$ cat config.mk
export PLATFORM = sky130hd
export DESIGN_NAME = ex_ctrl
export DESIGN_NICKNAME = d
export VERILOG_FILES = /design/src/rtl/ex_pkg.sv /design/src/rtl/ex_decode.sv /design/src/rtl/ex_ctrl.sv
export SDC_FILE = /design/constraint.sdc
export NUM_CORES = 1
export LEC_CHECK = 0
export ABC_CLOCK_PERIOD_IN_PS = 3500
export CORE_ASPECT_RATIO = 1.5
export CORE_UTILIZATION = 25
export DETAILED_ROUTE_END_ITERATION = 6
export GPL_ROUTABILITY_DRIVEN = 0
export HOLD_SLACK_MARGIN = 0.08
export MAX_ROUTING_LAYER = met4
export PLACE_DENSITY = 0.56
export SKIP_CTS_REPAIR_TIMING = 1
export SLEW_MARGIN = 30
export SYNTH_ARGS = -nofsm -noshare
export SYNTH_HDL_FRONTEND = slang
export SYNTH_SLANG_ARGS = --single-unit
$ cat constraint.sdc
create_clock -name clk -period 3.5 [get_ports clk]
set_clock_uncertainty 0.05 [all_clocks]
set_input_delay 0.875 -clock clk [delete_from_list [all_inputs] [get_ports clk]]
set_output_delay 0.875 -clock clk [all_outputs]
set_load 0.005 [all_outputs]
$ cat src/rtl/ex_pkg.sv
// ex_pkg: shared op, ALU-control, state and control-bundle definitions for the execute controller
package ex_pkg;
  typedef enum logic [2:0] {
    OP_NOP  = 3'd0,
    OP_ADD  = 3'd1,
    OP_SUB  = 3'd2,
    OP_ADDI = 3'd3,
    OP_LW   = 3'd4,
    OP_SW   = 3'd5,
    OP_BEQ  = 3'd6
  } op_t;
  localparam logic [1:0] ALU_CMP = 2'b00;
  localparam logic [1:0] ALU_ADD = 2'b01;
  localparam logic [1:0] ALU_SUB = 2'b10;
  typedef enum logic [1:0] {S_RUN, S_STALL, S_FLUSH} state_t;
  typedef struct packed {
    logic       reg_dst;
    logic       alu_src;
    logic [1:0] alu_ctrl;
    logic       reg_write;
    logic       mem_read;
    logic       mem_write;
  } ex_ctl_t;
  localparam ex_ctl_t CTL_BUBBLE = '{1'b0, 1'b0, ALU_ADD, 1'b0, 1'b0, 1'b0};
endpackage

$ cat src/rtl/ex_decode.sv
// ex_decode: combinational op -> execute control bundle
//   op  in  3  decoded op
//   ctl out    control bundle (NOP and unknown ops decode to a bubble)
module ex_decode
  import ex_pkg::*;
(
  input  logic [2:0] op,
  output ex_ctl_t    ctl
);
  always_comb begin
    ctl           = CTL_BUBBLE;
    ctl.reg_dst   = op == OP_ADD || op == OP_SUB;
    ctl.alu_src   = op == OP_ADDI || op == OP_LW || op == OP_SW;
    ctl.alu_ctrl  = op == OP_SUB ? ALU_SUB : op == OP_BEQ ? ALU_CMP : ALU_ADD;
    ctl.reg_write = op == OP_ADD || op == OP_SUB || op == OP_ADDI || op == OP_LW;
    ctl.mem_read  = op == OP_LW;
    ctl.mem_write = op == OP_SW;
  end
endmodule

$ cat src/rtl/ex_ctrl.sv
// ex_ctrl: ID/EX register, execute selects, load-use stall and branch flush control
//   clk, reset            clock and synchronous active-high reset
//   id_*                  decode-stage instruction and operands
//   alu_branch            branch outcome of the instruction now in EX
//   id_ready/flush_ifid/pc_src  combinational hazard/flush controls to fetch and decode
//   ex_*, reg_dst, alu_src, alu_ctrl  registered execute-stage state
//   stall_cnt, flush_cnt  saturating event counters
module ex_ctrl
  import ex_pkg::*;
#(
  parameter int CNT_W = 16
) (
  input  logic             clk,
  input  logic             reset,
  input  logic             id_valid,
  input  logic [2:0]       id_op,
  input  logic [4:0]       id_rs,
  input  logic [4:0]       id_rt,
  input  logic [4:0]       id_rd,
  input  logic [31:0]      id_rd1,
  input  logic [31:0]      id_rd2,
  input  logic [31:0]      id_imm,
  input  logic [31:0]      id_pc4,
  input  logic             alu_branch,
  output logic             id_ready,
  output logic             flush_ifid,
  output logic             pc_src,
  output logic             ex_valid,
  output logic             ex_reg_write,
  output logic             ex_mem_read,
  output logic             ex_mem_write,
  output logic             reg_dst,
  output logic             alu_src,
  output logic [1:0]       alu_ctrl,
  output logic [4:0]       ex_rs,
  output logic [4:0]       ex_rt,
  output logic [4:0]       ex_rd,
  output logic [31:0]      ex_rd1,
  output logic [31:0]      ex_rd2,
  output logic [31:0]      ex_imm,
  output logic [31:0]      ex_pc4,
  output logic [CNT_W-1:0] stall_cnt,
  output logic [CNT_W-1:0] flush_cnt
);
  ex_ctl_t dec, ctl;
  op_t     ex_op;
  state_t  state, nxt;
  logic    hazard, taken, stall, bubble;
  ex_decode u_dec (.op(id_op), .ctl(dec));
  // alu_branch is stale for non-BEQ ops, so only a BEQ in EX may redirect fetch
  assign taken  = ex_valid && ex_op == OP_BEQ && alu_branch;
  // rt is only a source operand for ops that read two registers
  assign hazard = ex_valid && ex_mem_read && ex_rt != 5'd0 && id_valid &&
                  (ex_rt == id_rs || (ex_rt == id_rt &&
                   (id_op == OP_ADD || id_op == OP_SUB || id_op == OP_SW || id_op == OP_BEQ)));
  // a stall behind a taken branch is moot: that decode instruction is discarded
  assign stall      = hazard && !taken;
  assign id_ready   = !stall;
  assign flush_ifid = taken;
  assign pc_src     = taken;
  assign bubble     = !id_valid || hazard || taken;
  assign {reg_dst, alu_src, alu_ctrl, ex_reg_write, ex_mem_read, ex_mem_write} = ctl;
  // back-to-back stalls cannot occur; should one appear, fall back to RUN uncounted
  always_comb nxt = taken ? S_FLUSH : (stall && state != S_STALL) ? S_STALL : S_RUN;
  always_ff @(posedge clk) begin
    if (reset) begin
      ex_valid  <= 1'b0;
      ctl       <= CTL_BUBBLE;
      ex_op     <= OP_NOP;
      ex_rs     <= '0;
      ex_rt     <= '0;
      ex_rd     <= '0;
      ex_rd1    <= '0;
      ex_rd2    <= '0;
      ex_imm    <= '0;
      ex_pc4    <= '0;
      state     <= S_RUN;
      stall_cnt <= '0;
      flush_cnt <= '0;
    end else begin
      ex_valid  <= !bubble;
      ctl       <= bubble ? CTL_BUBBLE : dec;
      ex_op     <= bubble ? OP_NOP : op_t'(id_op);
      ex_rs     <= id_rs;
      ex_rt     <= id_rt;
      ex_rd     <= id_rd;
      ex_rd1    <= id_rd1;
      ex_rd2    <= id_rd2;
      ex_imm    <= id_imm;
      ex_pc4    <= id_pc4;
      state     <= nxt;
      stall_cnt <= stall_cnt + CNT_W'(nxt == S_STALL && !(&stall_cnt));
      flush_cnt <= flush_cnt + CNT_W'(nxt == S_FLUSH && !(&flush_cnt));
    end
  end
endmodule

==> impl_summary.txt, run 1 <==
----------------------------------------------------
[Global route]
  Number of global-route vias before repair ... 4,686
  Wire length of the first global-routing pass ... 25.5 mm
  Antenna violations before repair ... 1
  Total Routing Usage GR ... 0.148
  Pin count of the biggest net entering global routing ... 178
  Leftover overflow at the end of global routing ... 0

[Hold path]
  Hold Crit Class ... flop to flop

[Layout]
  Share of post-route cells with drive strength above 1 ... 0.0654
  Highest-count cells in the layout ignoring fill and taps ... clkdlybuf4s50_1, dfxtp_1, nor2b_1
  Growth of design area from synthesis to finish ... 73.2%
  Most common library cell in the layout ignoring fill and taps ... clkdlybuf4s50_1
  Final Net Count ... 1,012
  Fill cell count ... roughly 2,200
  Post-route standard cell area excluding fillers ... a little over 0.01 mm^2
  Final cell count without fillers ... ~1,200

[Routing]
  First-pass iteration count of the detailed router ... 4
  Post-DR vias/cell ... 4.01
  Mean routed wirelength per cell ... roughly 15 um
  Antenna Violating Nets Remaining ... 0
  Detailed router's first-iteration violation count ... 80
  Number of remaining DRC errors ... 0
  Count of vias placed by the detailed router ... 4,623
  Total routed wirelength ... about 17 mm

[Die]
  Die Span Y ... approximately 190 um
  Effective utilization at floorplan ... 0.255
  Die Area ... 0.0240 mm^2
  X dimension of the die ... 127 um
  Core box area ... ~0.023 mm^2
  Standard-cell rows ... 68
  Count of boundary I/O pins ... 336

[Placed design]
  Post-detailed-placement cell area ... about 0.0095 mm^2
  Half-perimeter wire length after detailed placement ... approximately 13 mm
  Placed cell count ... 1,118
  Number of buffer cells added on primary ports ... approximately 340
  Worst slack after detailed placement ... -41.4 ps

[Yosys]
  Nets in the synthesized netlist ... approximately 670
  Count of synthesis-stage warnings from yosys ... 0
  Synthesized flop and latch total ... ~190
  Library cells used by synthesis ... 38
  Sequential-to-total area share from yosys stat ... 0.643
  Synth area leaders ... dfxtp_1, nor2b_1, xnor2_1, xor2_1, nor2_1
  Library cell with the largest summed area after synthesis ... dfxtp_1
  Yosys top cell area share ... 0.643
  Post-synthesis cell area ... 0.00585 mm^2
  Post-Syn Instances ... between 500 and 600
  Per-instance average area after synthesis ... about 11 um^2

[STA]
  Worst max-slew margin expressed relative to the limit ... 0.400
  Setup slack after layout ... roughly 350 ps
  Final setup violating endpoints ... 0
  Unrepaired setup endpoints after global routing ... false
  Final Hold Slack ... 470 ps
  Final Max Tran Viols ... 0
  Max Clock Freq ... roughly 320 MHz
  Fraction of the cycle the final worst path needs ... 0.901
  Post-layout min period ... approximately 3200 ps
  Count of endpoints failing hold in the final timing report ... 0
  Pin slew with the least headroom to its limit ... ~900 ps

[Power and ir drop]
  VDD IR-drop max ... between 300 and 400 uV
  Reported leakage power ... 3.82 nW
  Sum of internal, switching and leakage power ... about 4.6 mW
  Power per unit of standard cell area ... 456 mW/mm^2

[Clock tree]
  Number of buffers created by CTS ... 17
  Depth of the CTS H-tree ... 4
  Maximum root-to-sink buffer count ... 2
  CTS Root Cell ... clkbuf_16
  Skew-Pair Late Insertion Delay ... 420 ps
  CTS sink cnt ... around 190
  CTS tree ... built
  Register clock-pin slew on the reported worst setup and hold paths ... around 70 ps

[Worst setup path]
  Crit path arrival time ... 2230 ps
  CP Class ... input pin to primary output
  Peak fanout along the critical path ... 5
  Critical path capture point type ... primary output
  Critical Path RT ... ~2600 ps
  Startpoint type of the worst setup path ... input pin

[Run]
  Max-cap violations ... 0

[Run status]
  Run status ... completed

----------------------------------------------------
## worst max-delay path, cell delays in order
cell	delay, ps
clkdlybuf4s50_1	520
nand4_4	180
inv_4	150
clkdlybuf4s50_1	510
## cell type report
| cell class | count | area [um^2] | share of cell area |
|---|---|---|---|
| flip-flops and latches | 188 | 3760 | 0.371 |
| clock buffers | 23 | 488 | 0.0481 |
| inverters | 3 | 13.8 | 0.00136 |
| well taps | 280 | 350 | 0.0346 |
| repair buffers | 345 | 3440 | 0.340 |
| multi-input cells | 303 | 1990 | 0.196 |
| clock inverters | 9 | 85.1 | 0.00839 |
| diodes | 1 | 2.50 | 0.000247 |
## final timing paths
check / start / end / slack, ps / cells after the start
worst min-delay path: stall_cnt[6] / stall_cnt[6] / 470 / 2
worst max-delay path: alu_branch / pc_src / 350 / 4
worst max register to register: ex_rt[4] / stall_cnt[6] / 870 / 12
worst min register to register: stall_cnt[6] / stall_cnt[6] / 470 / 2
## registers in the layout, summed over array words and instances (netlist names)
register and count:
ex_rd2 32, state 2, stall_cnt 16, ex_rs 5, ex_rd 5, ex_pc4 32
ex_valid 1, ex_rd1 32, ex_imm 32, alu_src 1, ex_mem_write 1, alu_ctrl 2
ex_reg_write 1, ex_op 3, reg_dst 1, ex_rt 5, ex_mem_read 1, flush_cnt 16
## metal layers
| metal | up-vias | part of all wire | GRT usage |
|---|---|---|---|
| li1 | 2318 | - | - |
| met5 | - | 0 | - |
| met4 | 0 | 0.014 | 0.0591 |
| met2 | 208 | 0.53 | 0.260 |
| met1 | 2084 | 0.37 | 0.143 |
| met3 | 13 | 0.087 | 0.0608 |
## synth_stat cells, drive strengths merged
cell type    n
and4         3
dfxtp      188
nor2        32
inv          3
nand3       16
nor4b        1
ha           4
nand2       10
buf          7
o21ai        5
nand4b       1
nor2b      151
and2         2
nor3         7
nand2b       2
nor4         4
clkbuf      16
xor2        17
a21oi        5
nor3b        2
mux2i        1
and3         9
or3b         1
or3          4
xnor2       19
nand4        7
## through the flow
stage                     utilization  TNS, ps
after floorplan                     -        0
after global placement          0.415    -27.4
after detailed placement        0.415    -85.3
after CTS                       0.440    -37.2
after global routing            0.441        0
final                           0.441        0
## cell families (layout without fill, tap and decap cells)
family / count (synthesis) / count (layout) / share of synthesized area
AND/OR/NAND/NOR: 252 / 252 / 0.265
flip-flops: 188 / 188 / 0.643
XOR/XNOR: 36 / 36 / 0.0539
buffers and inverters: 26 / 380 / 0.0192
AO/OA/AOI/OAI: 10 / 10 / 0.00919
adder cells (fa/ha/maj): 4 / 4 / 0.00855
multiplexers: 1 / 1 / 0.00171
other: 0 / 1 / 0
## report_power, final
part	internal [mW]	switching, mW	total, mW
registers	2.23	0.0297	2.26
clock network	1.06	0.818	1.88
logic	0.347	0.141	0.488
total	3.64	0.989	4.63
(Power assumes the default switching activity.)
==> run 2: changes to the inputs <==
- CORE_AREA: not set -> 2 2 131 133
- CORE_ASPECT_RATIO: 1.5 -> not set
- CORE_UTILIZATION: 25 -> not set
- DIE_AREA: not set -> 0 0 133 135
- GPL_ROUTABILITY_DRIVEN: 0 -> not set
- PLACE_DENSITY: 0.56 -> 0.75
==> run 2 against run 1 <==
Register-to-register slack worse by 20 ps. Critical endpoint is now id_ready. Largest power group unchanged. Largest cell class unchanged. Non-clock buffer count shrank 1. Global-route usage is 5.2 points higher. Critical path type unchanged. Fmax grew 0.11%. Sequential power hardly changed.
==> impl_summary.txt, run 2 (synthesis results as in run 1) <==
----------------------------------------------------
[Run status]
  Run status ... completed

[Die]
  Core box area ... 0.0164 mm^2 (-29%)
  Standard-cell rows ... 47 (-31%)
  Die Area ... 0.0180 mm^2 (-25%)
  X dimension of the die ... 133 um (+4.8%)
  Count of boundary I/O pins ... 336 (unchanged)
  Effective utilization at floorplan ... 0.357 (+0.102)
  Die Span Y ... 135 um (-29%)

[Routing]
  Mean routed wirelength per cell ... 16.1 um (+10%)
  Number of remaining DRC errors ... 0 (unchanged)
  Detailed-routed wire length on met3 ... 2.14 mm (+45%)
  Count of vias placed by the detailed router ... 4,665 (+0.91%)
  Metal1 wirelength ... 6.30 mm (+0.88%)
  Antenna Violating Nets Remaining ... 0 (unchanged)
  Top routing layer used ... met4
  Detailed router's first-iteration violation count ... 148 (+85%)
  Total routed wirelength ... 17.6 mm (+4.5%)
  Amount of wire on met2 after detailed routing ... 8.95 mm (+0.39%)
  First-pass iteration count of the detailed router ... 4 (unchanged)
  Post-DR vias/cell ... 4.28 (+6.6%)

[Clock tree]
  Skew-Pair Late Insertion Delay ... 420 ps (about the same)
  Maximum root-to-sink buffer count ... 2 (unchanged)
  Depth of the CTS H-tree ... 4 (unchanged)
  CTS sink cnt ... 188 (unchanged)
  CTS tree ... built
  CTS Root Cell ... clkbuf_16
  Register clock-pin slew on the reported worst setup and hold paths ... 70 ps (about the same)
  Number of buffers created by CTS ... 17 (unchanged)

[STA]
  Setup slack after layout ... 350 ps (+3.48 ps)
  Max Clock Freq ... 317 MHz (+0.11%)
  Worst max-slew margin expressed relative to the limit ... 0.506 (+0.106)
  Unrepaired setup endpoints after global routing ... false
  Final Hold Slack ... 473 ps (+2.91 ps)
  Final Max Tran Viols ... 0 (unchanged)
  Final setup violating endpoints ... 0 (unchanged)
  Post-layout min period ... 3150 ps (-3.48 ps)
  Pin slew with the least headroom to its limit ... 741 ps (-159 ps)
  Count of endpoints failing hold in the final timing report ... 0 (unchanged)
  Fraction of the cycle the final worst path needs ... 0.900 (-0.000993)
  Post-route setup TNS ... 0 ps (unchanged)

[Power and ir drop]
  Fraction of power consumed by the clock network ... 0.435 (+0.029)
  Net switching share of the total power ... 0.206 (-0.00755)
  Power per unit of standard cell area ... 480 mW/mm^2 (+5.2%)
  Sum of internal, switching and leakage power ... 4.87 mW (+5.2%)
  VDD IR-drop max ... 304 uV (-7.6%)
  Switching power of the nets ... 1.00 mW (+1.5%)
  Int Pwr ... 3.86 mW (+6.2%)
  Power share of the combinational group ... 0.101 (-0.004)
  Sequential fraction of design power ... 0.464 (-0.025)
  Reported leakage power ... 3.87 nW (+1.4%)

[Layout]
  Final cell count without fillers ... 1,091 (-5.3%)
  Growth of design area from synthesis to finish ... 73.2% (about the same)
  Highest-count cells in the layout ignoring fill and taps ... clkdlybuf4s50_1, dfxtp_1, nor2b_1
  Final Net Count ... 1,011 (-0.099%)
  Share of post-route cells with drive strength above 1 ... 0.0655 (+0.0000752)
  Most common library cell in the layout ignoring fill and taps ... clkdlybuf4s50_1

[Global route]
  Number of global-route vias before repair ... 4,822 (+2.9%)
  Leftover overflow at the end of global routing ... 0 (unchanged)
  Wire length of the first global-routing pass ... 26.1 mm (+2.6%)
  Pin count of the biggest net entering global routing ... 95 (-47%)
  Antenna violations before repair ... 1 (unchanged)
  Total Routing Usage GR ... 0.200 (+0.0517)

[Worst setup path]
  Critical path capture point type ... primary output
  Path length in cells of the critical path ... 7 (+3)
  Cell Chain, Critical Path ... clkdlybuf4s50_1 -> xnor2_1 -> nand4_1 -> nor3_2 -> o21ai_2 -> nand2b_1 -> dlymetal6s2s_1
  Worst Reg-to-Reg Cells ... 13 (+1)
  Crit path arrival time ... 2230 ps (about the same)
  Number of buffers and inverters on the critical path ... 2 (-1)
  CP Class ... input pin to primary output
  Longest individual stage delay on the worst path ... 500 ps (-20 ps)
  Critical Path RT ... 2570 ps (about the same)
  Family with the most delay on the worst path ... buffers and inverters
  Peak fanout along the critical path ... 2 (-3)
  Max stage delay cell, worst path ... clkdlybuf4s50_1
  Startpoint type of the worst setup path ... input pin
  Worst reg2reg setup slack ... 850 ps (-20 ps)

[Placed design]
  Placed cell count ... 1,057 (-5.5%)
  Number of buffer cells added on primary ports ... 335 (unchanged)
  Half-perimeter wire length after detailed placement ... 13.2 mm (+4.8%)
  Worst slack after detailed placement ... -23.1 ps (+18.2 ps)
  RePlAce Congestion ... 0.781

[Hold path]
  Hold Crit Class ... flop to flop
  Worst hold stages ... 2 (unchanged)

[Run]
  Max-cap violations ... 0 (unchanged)

----------------------------------------------------
-- run 2: changes by cell type in the layout (fill, tap and decap cells not counted), sizes merged, moves of 2 or more --
cell	delta
clkinvlp	-2
dlymetal6s2s	+2
clkbuf	-2
clkdlybuf4s50	-2
inv	+2
bufinv	+3
-- run 2: power groups by stage --
stage               Clock (mW)  Sequential, mW  Combinational (mW)
finish                    2.12            2.26               0.491
global route              2.26            2.27               0.526
CTS                       2.18            2.26               0.496
detailed placement           0            2.31               0.491
global placement             0            2.30               0.489
floorplan                    0            2.32               0.103
-- run 2: metal layers --
metal	vias up	global-route usage
met5	-	-
met4	0	0.0544
met3	20	0.116
met2	201	0.344
met1	2124	0.192
li1	2320	-
-- run 2: path summary, 6_finish.rpt --
kind                                   start       endpoint
worst max-delay path                id_rt[4]       id_ready
worst min-delay path            stall_cnt[6]   stall_cnt[6]
worst max register to register      ex_rt[3]  stall_cnt[13]
worst min register to register  stall_cnt[6]   stall_cnt[6]
-- run 2: worst register-to-register path: cells and delay by family, from the launching register on --
kind,cells,cell delay [ps]
xor+xnor,2,320
fa+ha+maj,1,210
simple gates,7,1160
flops,1,440
compound gates,1,80
buf+inv,2,270
-- run 2: area by class of cell --
type                       instances  area, um^2
fill                            1325        6270
sequential                       188        3760
timing repair buffer             344        3440
multi-input combinational        303        1980
clock buffer                      21         480
tap                              220         275
clock inverter                    11         179
inverter                           3        13.8
antenna                            1        2.50
-- run 2: per-stage QoR --
stage | utilization | instance area, um^2
after floorplan | - | 5850
after global placement | 0.576 | 9460
after detailed placement | 0.576 | 9460
after CTS | 0.617 | 10100
after global routing | 0.618 | 10100
final | 0.618 | 10100
==> run 3: changes to the inputs <==
- ABC_CLOCK_PERIOD_IN_PS: 3500 -> 3200
- CELL_PAD_IN_SITES_DETAIL_PLACEMENT: not set -> 1
- CELL_PAD_IN_SITES_GLOBAL_PLACEMENT: not set -> 1
- CORE_AREA: 2 2 131 133 -> not set
- CORE_ASPECT_RATIO: not set -> 1.5
- CORE_UTILIZATION: not set -> 28
- DIE_AREA: 0 0 133 135 -> not set
- MAX_ROUTING_LAYER: met4 -> not set
- PLACE_DENSITY: 0.75 -> 0.8
- clock period: 3.5 -> 3.2 ns (I/O delays scaled with it)
==> run 3 against run 2 <==
Non-clock buffer count grew 1. Sequential power grew 9.3%. First-iteration DRC count shrank 13%. Largest power group unchanged. Routed wire length grew 6.9%. Utilization shrank 12 points. Largest cell class unchanged.
==> impl_summary.txt, run 3 (synthesis results as in run 1) <==
----------------------------------------------------
[Die]
  Effective utilization at floorplan ... 0.287 (-0.0701)
  Count of boundary I/O pins ... 336 (unchanged)
  Standard-cell rows ... 64 (+36%)
  Die Area ... 0.0215 mm^2 (+20%)
  X dimension of the die ... 120 um (-9.7%)
  Core box area ... 0.0204 mm^2 (+24%)
  Die Span Y ... 179 um (+33%)

[Power and ir drop]
  Net switching share of the total power ... 0.218 (+0.0114)
  Power share of the combinational group ... 0.103 (+0.002)
  Switching power of the nets ... 1.15 mW (+15%)
  Sequential fraction of design power ... 0.467 (+0.003)
  Int Pwr ... 4.15 mW (+7.3%)
  VDD IR-drop max ... 403 uV (+33%)
  Reported leakage power ... 3.86 nW (-0.28%)
  Power per unit of standard cell area ... 520 mW/mm^2 (+8.4%)
  Fraction of power consumed by the clock network ... 0.431 (-0.004)

[STA]
  Setup slack after layout ... 184 ps (-165 ps)
  Worst max-slew margin expressed relative to the limit ... 0.627 (+0.120)
  Final Max Tran Viols ... 0 (unchanged)
  Final setup violating endpoints ... 0 (unchanged)
  Post-layout min period ... roughly 3000 ps
  Count of endpoints failing hold in the final timing report ... 0 (unchanged)
  Pin slew with the least headroom to its limit ... 560 ps (-180 ps)
  Fraction of the cycle the final worst path needs ... 0.942
  Max Clock Freq ... 332 MHz

[Clock tree]
  CTS Root Cell ... clkbuf_16
  Depth of the CTS H-tree ... 4 (unchanged)
  Number of buffers created by CTS ... 17 (unchanged)
  Maximum root-to-sink buffer count ... 2 (unchanged)
  Register clock-pin slew on the reported worst setup and hold paths ... 70 ps (about the same)
  Skew-Pair Late Insertion Delay ... 430 ps (about the same)
  CTS sink cnt ... 188 (unchanged)
  CTS tree ... built

[Worst setup path]
  Critical Path RT ... 2350 ps (-220 ps)
  Number of buffers and inverters on the critical path ... 2 (unchanged)
  CP Class ... input pin to primary output
  Longest individual stage delay on the worst path ... 500 ps (about the same)
  Startpoint type of the worst setup path ... input pin
  Family with the most delay on the worst path ... buffers and inverters
  Max stage delay cell, worst path ... clkdlybuf4s50_1
  Cell Chain, Critical Path ... clkdlybuf4s50_1 -> xnor2_1 -> nand4_1 -> nor3_2 -> o21ai_2 -> nand2b_1 -> dlymetal6s2s_1
  Critical path capture point type ... primary output
  Crit path arrival time ... 2170 ps (-60 ps)
  Peak fanout along the critical path ... 3 (+1)

[Routing]
  Post-DR vias/cell ... 4.25 (-0.70%)
  Total routed wirelength ... 18.8 mm (+6.9%)
  First-pass iteration count of the detailed router ... 4 (unchanged)
  Count of vias placed by the detailed router ... 4,819 (+3.3%)
  Detailed router's first-iteration violation count ... 129 (-13%)
  Number of remaining DRC errors ... 0 (unchanged)
  Mean routed wirelength per cell ... 16.6 um (+2.8%)
  Antenna Violating Nets Remaining ... 0 (unchanged)

[Layout]
  Most common library cell in the layout ignoring fill and taps ... clkdlybuf4s50_1
  Growth of design area from synthesis to finish ... 73.9%
  Final Net Count ... 1,012 (+0.099%)
  Share of post-route cells with drive strength above 1 ... 0.0666 (+0.00107)
  Highest-count cells in the layout ignoring fill and taps ... clkdlybuf4s50_1, dfxtp_1, nor2b_1
  Final cell count without fillers ... 1,135 (+4.0%)
  Diodes inserted ... 0 (-1)

[Global route]
  Wire length of the first global-routing pass ... 27.9 mm (+6.6%)
  Antenna violations before repair ... 2 (+1)
  Total Routing Usage GR ... 0.175 (-0.0243)
  Pin count of the biggest net entering global routing ... 124 (+31%)
  Number of global-route vias before repair ... 5,158 (+7.0%)
  Leftover overflow at the end of global routing ... 0 (unchanged)

[Placed design]
  Worst slack after detailed placement ... -274 ps (-251 ps)
  Placed cell count ... 1,103 (+4.4%)
  Half-perimeter wire length after detailed placement ... 14.2 mm (+7.3%)
  Number of buffer cells added on primary ports ... 335 (unchanged)
  RePlAce Congestion ... 0.744 (-4.8%)

[Run]
  Max-cap violations ... 0 (unchanged)

[Hold path]
  Hold Crit Class ... flop to flop

[Run status]
  Run status ... completed

----------------------------------------------------
==> run 3: path summary, 6_finish.rpt <==
kind | startpoint | to | slack [ps] | depth (start not counted)
hold reg to reg | stall_cnt[6] | stall_cnt[6] | 460 | 2
hold / removal | stall_cnt[6] | stall_cnt[6] | 460 | 2
setup reg to reg | ex_rt[2] | stall_cnt[6] | 640 | 11
setup / recovery | id_rt[2] | id_ready | 180 | 7
==> run 3: power groups by stage <==
stage               clock network, mW  logic, mW  registers, mW
floorplan                           0      0.113           2.54
global placement                    0      0.538           2.52
detailed placement                  0      0.546           2.53
CTS                              2.36      0.553           2.47
global route                     2.45      0.582           2.48
finish                           2.28      0.544           2.47
==> run 3: tightest hold or removal path, stage by stage (launching register included) <==
cell	delay (ps)
dfxtp_1	330
o21ai_0	70
a21oi_1	60
==> run 3: metal layers <==
| layer | wire, um | vias to the layer above | track usage |
|---|---|---|---|
| li1 | - | 2321 | - |
| met1 | 6310 | 2265 | 0.158 |
| met2 | 10300 | 213 | 0.329 |
| met3 | 1930 | 18 | 0.0913 |
| met4 | 317 | 2 | 0.0651 |
| met5 | 12 | - | 0 |
==> run 3: metrics by stage <==
step	setup TNS, ps	instance area (um^2)	util	hold WS, ps	power (mW)
floorplan	0	5850	-	437	2.65
global placement	-2250	9530	0.467	452	3.06
detailed placement	-2390	9530	0.467	459	3.07
CTS	-212	10200	0.498	469	5.39
global route	-8.98	10200	0.499	513	5.51
finish	0	10200	0.499	465	5.30
==> run 3: area by class of cell <==
type                       count  area [um^2]
clock buffer                  18          429
clock inverter                14          205
fill                        2208        10200
inverter                       3         13.8
multi-input combinational    303         2000
sequential                   188         3760
tap                          264          330
timing repair buffer         345         3440
